File: src/rtl/Tipos.sv
// Shared lock types and constants.
//   senhaPac_t    : 20-digit BCD word, digit [0] is the most recently typed one
//   KEY_STAR      : clear / abort key code from the keypad decoder
//   KEY_HASH      : confirm key code from the keypad decoder
//   DIGITS_BLANK  : empty buffer (every digit 0xF)
//   DIGITS_ABORT  : abort/exit code handed to consumers (every digit 0xB)
package Tipos;

    localparam int NUM_DIGITS = 20;

    typedef logic [NUM_DIGITS-1:0][3:0] senhaPac_t;

    localparam logic [3:0] KEY_STAR = 4'hA;
    localparam logic [3:0] KEY_HASH = 4'hB;

    localparam senhaPac_t DIGITS_BLANK = {NUM_DIGITS{4'hF}};
    localparam senhaPac_t DIGITS_ABORT = {NUM_DIGITS{4'hB}};

    function automatic logic is_digit(input logic [3:0] code);
        return code <= 4'd9;
    endfunction

endpackage

File: src/rtl/keypad_digits_inactivity_timer.sv
// inactivity_timer: up-counter that flags LIMIT cycles of inactivity.
//   clk     : system clock
//   rst     : asynchronous, active-high reset
//   clear   : reload the count to 0 (wins over enable)
//   enable  : count this cycle
//   expired : one-cycle pulse while the count sits at LIMIT-1 and is enabled
module inactivity_timer #(
    parameter int LIMIT = 16
) (
    input  logic clk,
    input  logic rst,
    input  logic clear,
    input  logic enable,
    output logic expired
);

    localparam int W = $clog2(LIMIT + 1);

    logic [W-1:0] count;
    logic         at_limit;

    assign at_limit = (count == W'(LIMIT - 1));

    // A clear on the firing cycle suppresses the pulse, so a key arriving
    // exactly at the limit keeps the entry alive.
    assign expired = enable && !clear && at_limit;

    always_ff @(posedge clk or posedge rst) begin
        if (rst) begin
            count <= '0;
        end else if (clear) begin
            count <= '0;
        end else if (enable) begin
            count <= at_limit ? '0 : count + 1'b1;
        end
    end

endmodule

File: src/rtl/keypad_digits.sv
// keypad_digits: accumulates keypad digit events into a 20-digit BCD word
// for the lock's setup and unlock stages.
//   clk           : system clock
//   rst           : asynchronous, active-high reset
//   key_valid     : one-cycle key-press pulse
//   key_code      : 0x0-0x9 digit, 0xA star, 0xB hash, 0xC-0xF ignored
//   digitos_value : typed digits (live echo), digit [0] most recent, 0xF unused
//   digitos_valid : one-cycle commit strobe
//   digit_count   : digits held, 0-20
// Build option: define KEYPAD_TIMEOUT_EN to discard an unfinished entry after
// TIMEOUT_CYCLES idle cycles; otherwise TIMEOUT_CYCLES is ignored.
//
// state   | meaning
// --------+---------------------------------------------------------
// EMPTY   | no digits held, outputs blank
// COLLECT | one or more digits held, echoed on digitos_value
// EMIT    | commit cycle, digitos_valid high, buffer clears next cycle
module keypad_digits
    import Tipos::*;
#(
    parameter int TIMEOUT_CYCLES = 250_000_000
) (
    input  logic       clk,
    input  logic       rst,
    input  logic       key_valid,
    input  logic [3:0] key_code,
    output senhaPac_t  digitos_value,
    output logic       digitos_valid,
    output logic [4:0] digit_count
);

    typedef enum logic [1:0] {
        EMPTY,
        COLLECT,
        EMIT
    } state_t;

    state_t     state, state_nxt;
    senhaPac_t  value_nxt;
    logic [4:0] count_nxt;
    logic       valid_nxt;

    logic       key_valid_q;
    logic [3:0] key_code_q;
    logic       timeout_fire;

    // Keys are registered before the FSM so no key_* path reaches the
    // outputs. A pulse seen while the commit is on the outputs is dropped.
    always_ff @(posedge clk or posedge rst) begin
        if (rst) begin
            key_valid_q <= 1'b0;
            key_code_q  <= 4'h0;
        end else begin
            key_valid_q <= key_valid && (state != EMIT);
            key_code_q  <= key_code;
        end
    end

`ifdef KEYPAD_TIMEOUT_EN
    logic timer_clear;
    logic timer_enable;

    assign timer_enable = (state == COLLECT);
    assign timer_clear  = (key_valid_q && (key_code_q <= KEY_HASH)) ||
                          (state != COLLECT);

    inactivity_timer #(
        .LIMIT (TIMEOUT_CYCLES)
    ) u_timer (
        .clk     (clk),
        .rst     (rst),
        .clear   (timer_clear),
        .enable  (timer_enable),
        .expired (timeout_fire)
    );
`else
    // Parameter stays on the interface so both builds share one instantiation.
    localparam int UNUSED_TIMEOUT_CYCLES = TIMEOUT_CYCLES;
    assign timeout_fire = 1'b0;
`endif

    always_ff @(posedge clk or posedge rst) begin
        if (rst) begin
            state         <= EMPTY;
            digitos_value <= DIGITS_BLANK;
            digitos_valid <= 1'b0;
            digit_count   <= 5'd0;
        end else begin
            state         <= state_nxt;
            digitos_value <= value_nxt;
            digitos_valid <= valid_nxt;
            digit_count   <= count_nxt;
        end
    end

    always_comb begin
        state_nxt = state;
        value_nxt = digitos_value;
        count_nxt = digit_count;
        valid_nxt = 1'b0;

        case (state)
            EMPTY, COLLECT: begin
                if (key_valid_q && is_digit(key_code_q)) begin
                    // Oldest digit falls off the top once 20 are held.
                    value_nxt = {digitos_value[NUM_DIGITS-2:0], key_code_q};
                    count_nxt = (digit_count == 5'(NUM_DIGITS)) ?
                                digit_count : digit_count + 5'd1;
                    state_nxt = COLLECT;
                end else if (key_valid_q && key_code_q == KEY_HASH) begin
                    // Empty confirm commits the blank word ("skip").
                    if (state == EMPTY) begin
                        value_nxt = DIGITS_BLANK;
                        count_nxt = 5'd0;
                    end
                    valid_nxt = 1'b1;
                    state_nxt = EMIT;
                end else if (key_valid_q && key_code_q == KEY_STAR) begin
                    if (state == EMPTY) begin
                        value_nxt = DIGITS_ABORT;
                        count_nxt = 5'd0;
                        valid_nxt = 1'b1;
                        state_nxt = EMIT;
                    end else begin
                        value_nxt = DIGITS_BLANK;
                        count_nxt = 5'd0;
                        state_nxt = EMPTY;
                    end
                end else if (timeout_fire) begin
                    value_nxt = DIGITS_BLANK;
                    count_nxt = 5'd0;
                    state_nxt = EMPTY;
                end
            end
            EMIT: begin
                value_nxt = DIGITS_BLANK;
                count_nxt = 5'd0;
                state_nxt = EMPTY;
            end
            default: begin
                value_nxt = DIGITS_BLANK;
                count_nxt = 5'd0;
                state_nxt = EMPTY;
            end
        endcase
    end

endmodule

File: config.mk
export PLATFORM = sky130hd
export DESIGN_NAME = keypad_digits
export DESIGN_NICKNAME = d
export VERILOG_FILES = /design/src/rtl/Tipos.sv /design/src/rtl/keypad_digits_inactivity_timer.sv /design/src/rtl/keypad_digits.sv
export SDC_FILE = /design/constraint.sdc
export NUM_CORES = 1
export LEC_CHECK = 0
export ABC_AREA = 1
export CORE_UTILIZATION = 54
export DETAILED_ROUTE_END_ITERATION = 8
export PLACE_DENSITY = 0.94
export SYNTH_ARGS = -nofsm -noshare
export SYNTH_HDL_FRONTEND = slang
export SYNTH_SLANG_ARGS = --single-unit
File: constraint.sdc
create_clock -name clk -period 8.55 [get_ports clk]
set_input_delay 1.2825 -clock clk [delete_from_list [all_inputs] [get_ports clk]]
set_output_delay 1.2825 -clock clk [all_outputs]
set_load 0.02 [all_outputs]
==> flow_summary_export.csv <==
group,metric,value,unit
global_route,grt_use_met3,2.78,%
die,initial_core_util,56.8,%
critical_path,endpoint_kind,"register",
synth,synth.area.top_cells,"dfstp_2 50%, nor2_1 15%, dfrtp_1 7.7%, nand2_1 7.7%, inv_1 6.6%",
place,dpl_cell_area,0.00513,mm^2
sta,rsz0062_at_grt,"no",
power_and_ir_drop,clock_power_share,19.3,%
route,drt_iter0_markers,183,
finish,fin_area,0.00531,mm^2
route,vias,3528,
synth,syn_inst,521,
route,first_pass_iters,4,
clock_network,clk_pin_slew,90,ps
sta,final_max_slew_viol_count,0,
synth,synth_top_area_cell,"dfstp_2",
sta,post-route-period-util,37.6,%
outcome,status,"complete, no violations",
finish,multiInputGateArea,0.00135,mm^2
finish,antenna_cells,0,
synth,ys_seq_area_share,57.7,%
synth,syn-num-nets,530,
clock_network,h-tree-depth,3,
finish,final_common_cell,"nor2_1",
global_route,track_usage,23.2,%
sta,tns,0,ps
power_and_ir_drop,pwr-share-seq,48.4,%
clock_network,clk_latency,350,ps
global_route,grt_max_degree,94,
finish,area_growth,26.2,%
global_route,globalRouteOverflowTotal,0,
finish,nets,609,
finish,fillCellCount,556,
sta,worst_pin_slew,1090,ps
global_route,grt_antenna_before_repair,0,
synth,yosysWarnings,0,
die,dieArea,0.00815,mm^2
critical_path,arrival,3520,ps
critical_path,crit_top_cell,"nand2_1",
clock_network,cts_made_buffers,9,
critical_path,crit_family,"buffers and inverters",
sta,min_period,3210,ps
place,place_congestion,0.803,
sta,max_freq,311,MHz
power_and_ir_drop,switching_share,34.4,%
finish,layout-drive-gt1-share,17.2,%
synth,synth_area_per_cell,8.07,um^2
clock_network,cts_tree,"built",
place,io_buffers,92,
clock_network,postCtsSetupBuffers,0,
die,die_w,90.3,um
finish,mostFrequentLayoutCells,"169 x nor2_1, 92 x clkdlybuf4s50_1, 86 x nand2_1, 80 x dfstp_2, 73 x inv_1",
synth,synth_top_area_share,50.0,%
power_and_ir_drop,power.density,259,mW/mm^2
finish,regArea,0.00243,mm^2
synth,synth.cell_area,0.00421,mm^2
critical_path,crit_required,8850,ps
die,core,0.00741,mm^2
clock_network,hold_buffers,0,
sta,setup_slack,5340,ps
global_route,grt_use_met1,30.0,%
route,wirelength,9040,um
power_and_ir_drop,peakVddDrop,0.000120,V
global_route,grt_pass1_wl,15200,um
die,fp-row-count,31,
critical_path,crit_path_top_delay_cell,"o21ai_2",
clock_network,ctsResizeCount,0,
place,post-dp-hpwl,6050,um
clock_network,cts_buffer_depth,2,
synth,ys_ff_latch,93,
power_and_ir_drop,p_switching,0.474,mW
sta,hold_violations,0,
sta,relSlewSlack,27.1,%
critical_path,path_class,"reg2reg",
critical_path,cp-start-kind,"register",
place,dp_worst_setup_slack,5400,ps
critical_path,path_max_fanout,58,
synth,synth.distinct_cells,20,
die,die_h,90.3,um
critical_path,critical_path.cell_chain,"o21ai_2 > nand2_1 > nand3_2 > buf_4 > inv_1 > nand2_1 > nand2_1 > inv_1",
critical_path,critPathMaxStageDelay,700,ps
route,drc,0,
sta,clock_skew,7.23,ps
critical_path,path_buf_inv,3,
power_and_ir_drop,p_leak,2.56,nW
global_route,use_met2,39.8,%
sta,setup_violations,0,
global_route,grt_pass1_vias,3350,
flow_run,max-cap-violations,0,
route,drt-vias-per-instance,5.01,
power_and_ir_drop,p_int,0.902,mW
route,avgRoutedWirePerCell,12.8,um
hold_path,holdCritPathClass,"reg2reg",
global_route,grt-busiest-layer,"met2",
clock_network,root_buffer,"clkbuf_8",
route,antenna_left,0,
die,io_pins,93,
power_and_ir_drop,combPwrFrac,32.3,%
clock_network,clock-sinks,93,
-- power groups by stage --
stage	logic (mW)	clock network (mW)	registers, mW
CTS	0.448	0.271	0.666
detailed placement	0.446	0	0.672
global route	0.478	0.290	0.681
floorplan	0.139	0	0.768
global placement	0.431	0	0.667
finish	0.444	0.266	0.666
-- state kept, by name, indices dropped and copies added, names as in the netlist --
register,flops
digitos_value,80
key_valid_q,1
digitos_valid,1
state,2
digit_count,5
key_code_q,4
-- worst paths after layout --
| check | slack [ps] | depth (start not counted) | start | to |
|---|---|---|---|---|
| worst max-delay path | 5340 | 8 | key_code_q[1] | digitos_value[42] |
| worst min-delay path | 500 | 2 | digitos_value[44] | digitos_value[48] |
| worst max register to register | 5340 | 8 | key_code_q[1] | digitos_value[42] |
| worst min register to register | 500 | 2 | digitos_value[44] | digitos_value[48] |
| max in group asynchronous | 6280 | 3 | rst | digit_count[2] |
| min in group asynchronous | 1570 | 3 | rst | key_code_q[2] |
-- cell usage after synthesis (all sizes together) --
cell type and instances:
clkbuf 5, nand2 86, nand3 48, buf 22, dfrtp 13, o21a 1
a21oi 10, nor2 169, o21ai 1, nand4 6, ha 2, nand3b 1
xor2 1, inv 76, dfstp 80
-- final cells by class --
cell class,instances,area share (%)
timing repair buffer,95,17.8
tap,99,2.33
inverter,76,5.40
clock buffer,11,2.66
clock inverter,5,0.660
sequential,93,45.7
multi-input combinational,325,25.5
-- metal layers --
layer,up-vias,wire [um],share of wire [%]
met2,127,4570,51
met4,0,167,1.8
met3,19,470,5.2
met5,-,0,0
met1,1676,3830,42
li1,1706,-,-
-- tightest hold or removal path, cell delays in order (launching register included) --
cell and delay [ps]:
dfstp_2 380, inv_1 60, a21oi_1 60
-- stage by stage --
stage / hold WS (ps) / instances / utilization, % / total power [mW]
floorplan: 471 / 521 / - / 0.906
global placement: 482 / 688 / 69.3 / 1.10
detailed placement: 480 / 688 / 69.3 / 1.12
CTS: 494 / 704 / 71.7 / 1.38
global route: 526 / 704 / 71.7 / 1.45
finish: 495 / 704 / 71.7 / 1.38
-- cells by family after synthesis --
group	Yosys count	share of synthesized area, %
buffers and inverters	103	10.3
adders and majority gates	2	0.595
AOI/OAI and AO/OA	12	1.58
and+or+nand+nor	310	29.7
xor gates and xnor gates	1	0.208
DFF	93	57.7
(Power assumes the default switching activity.)
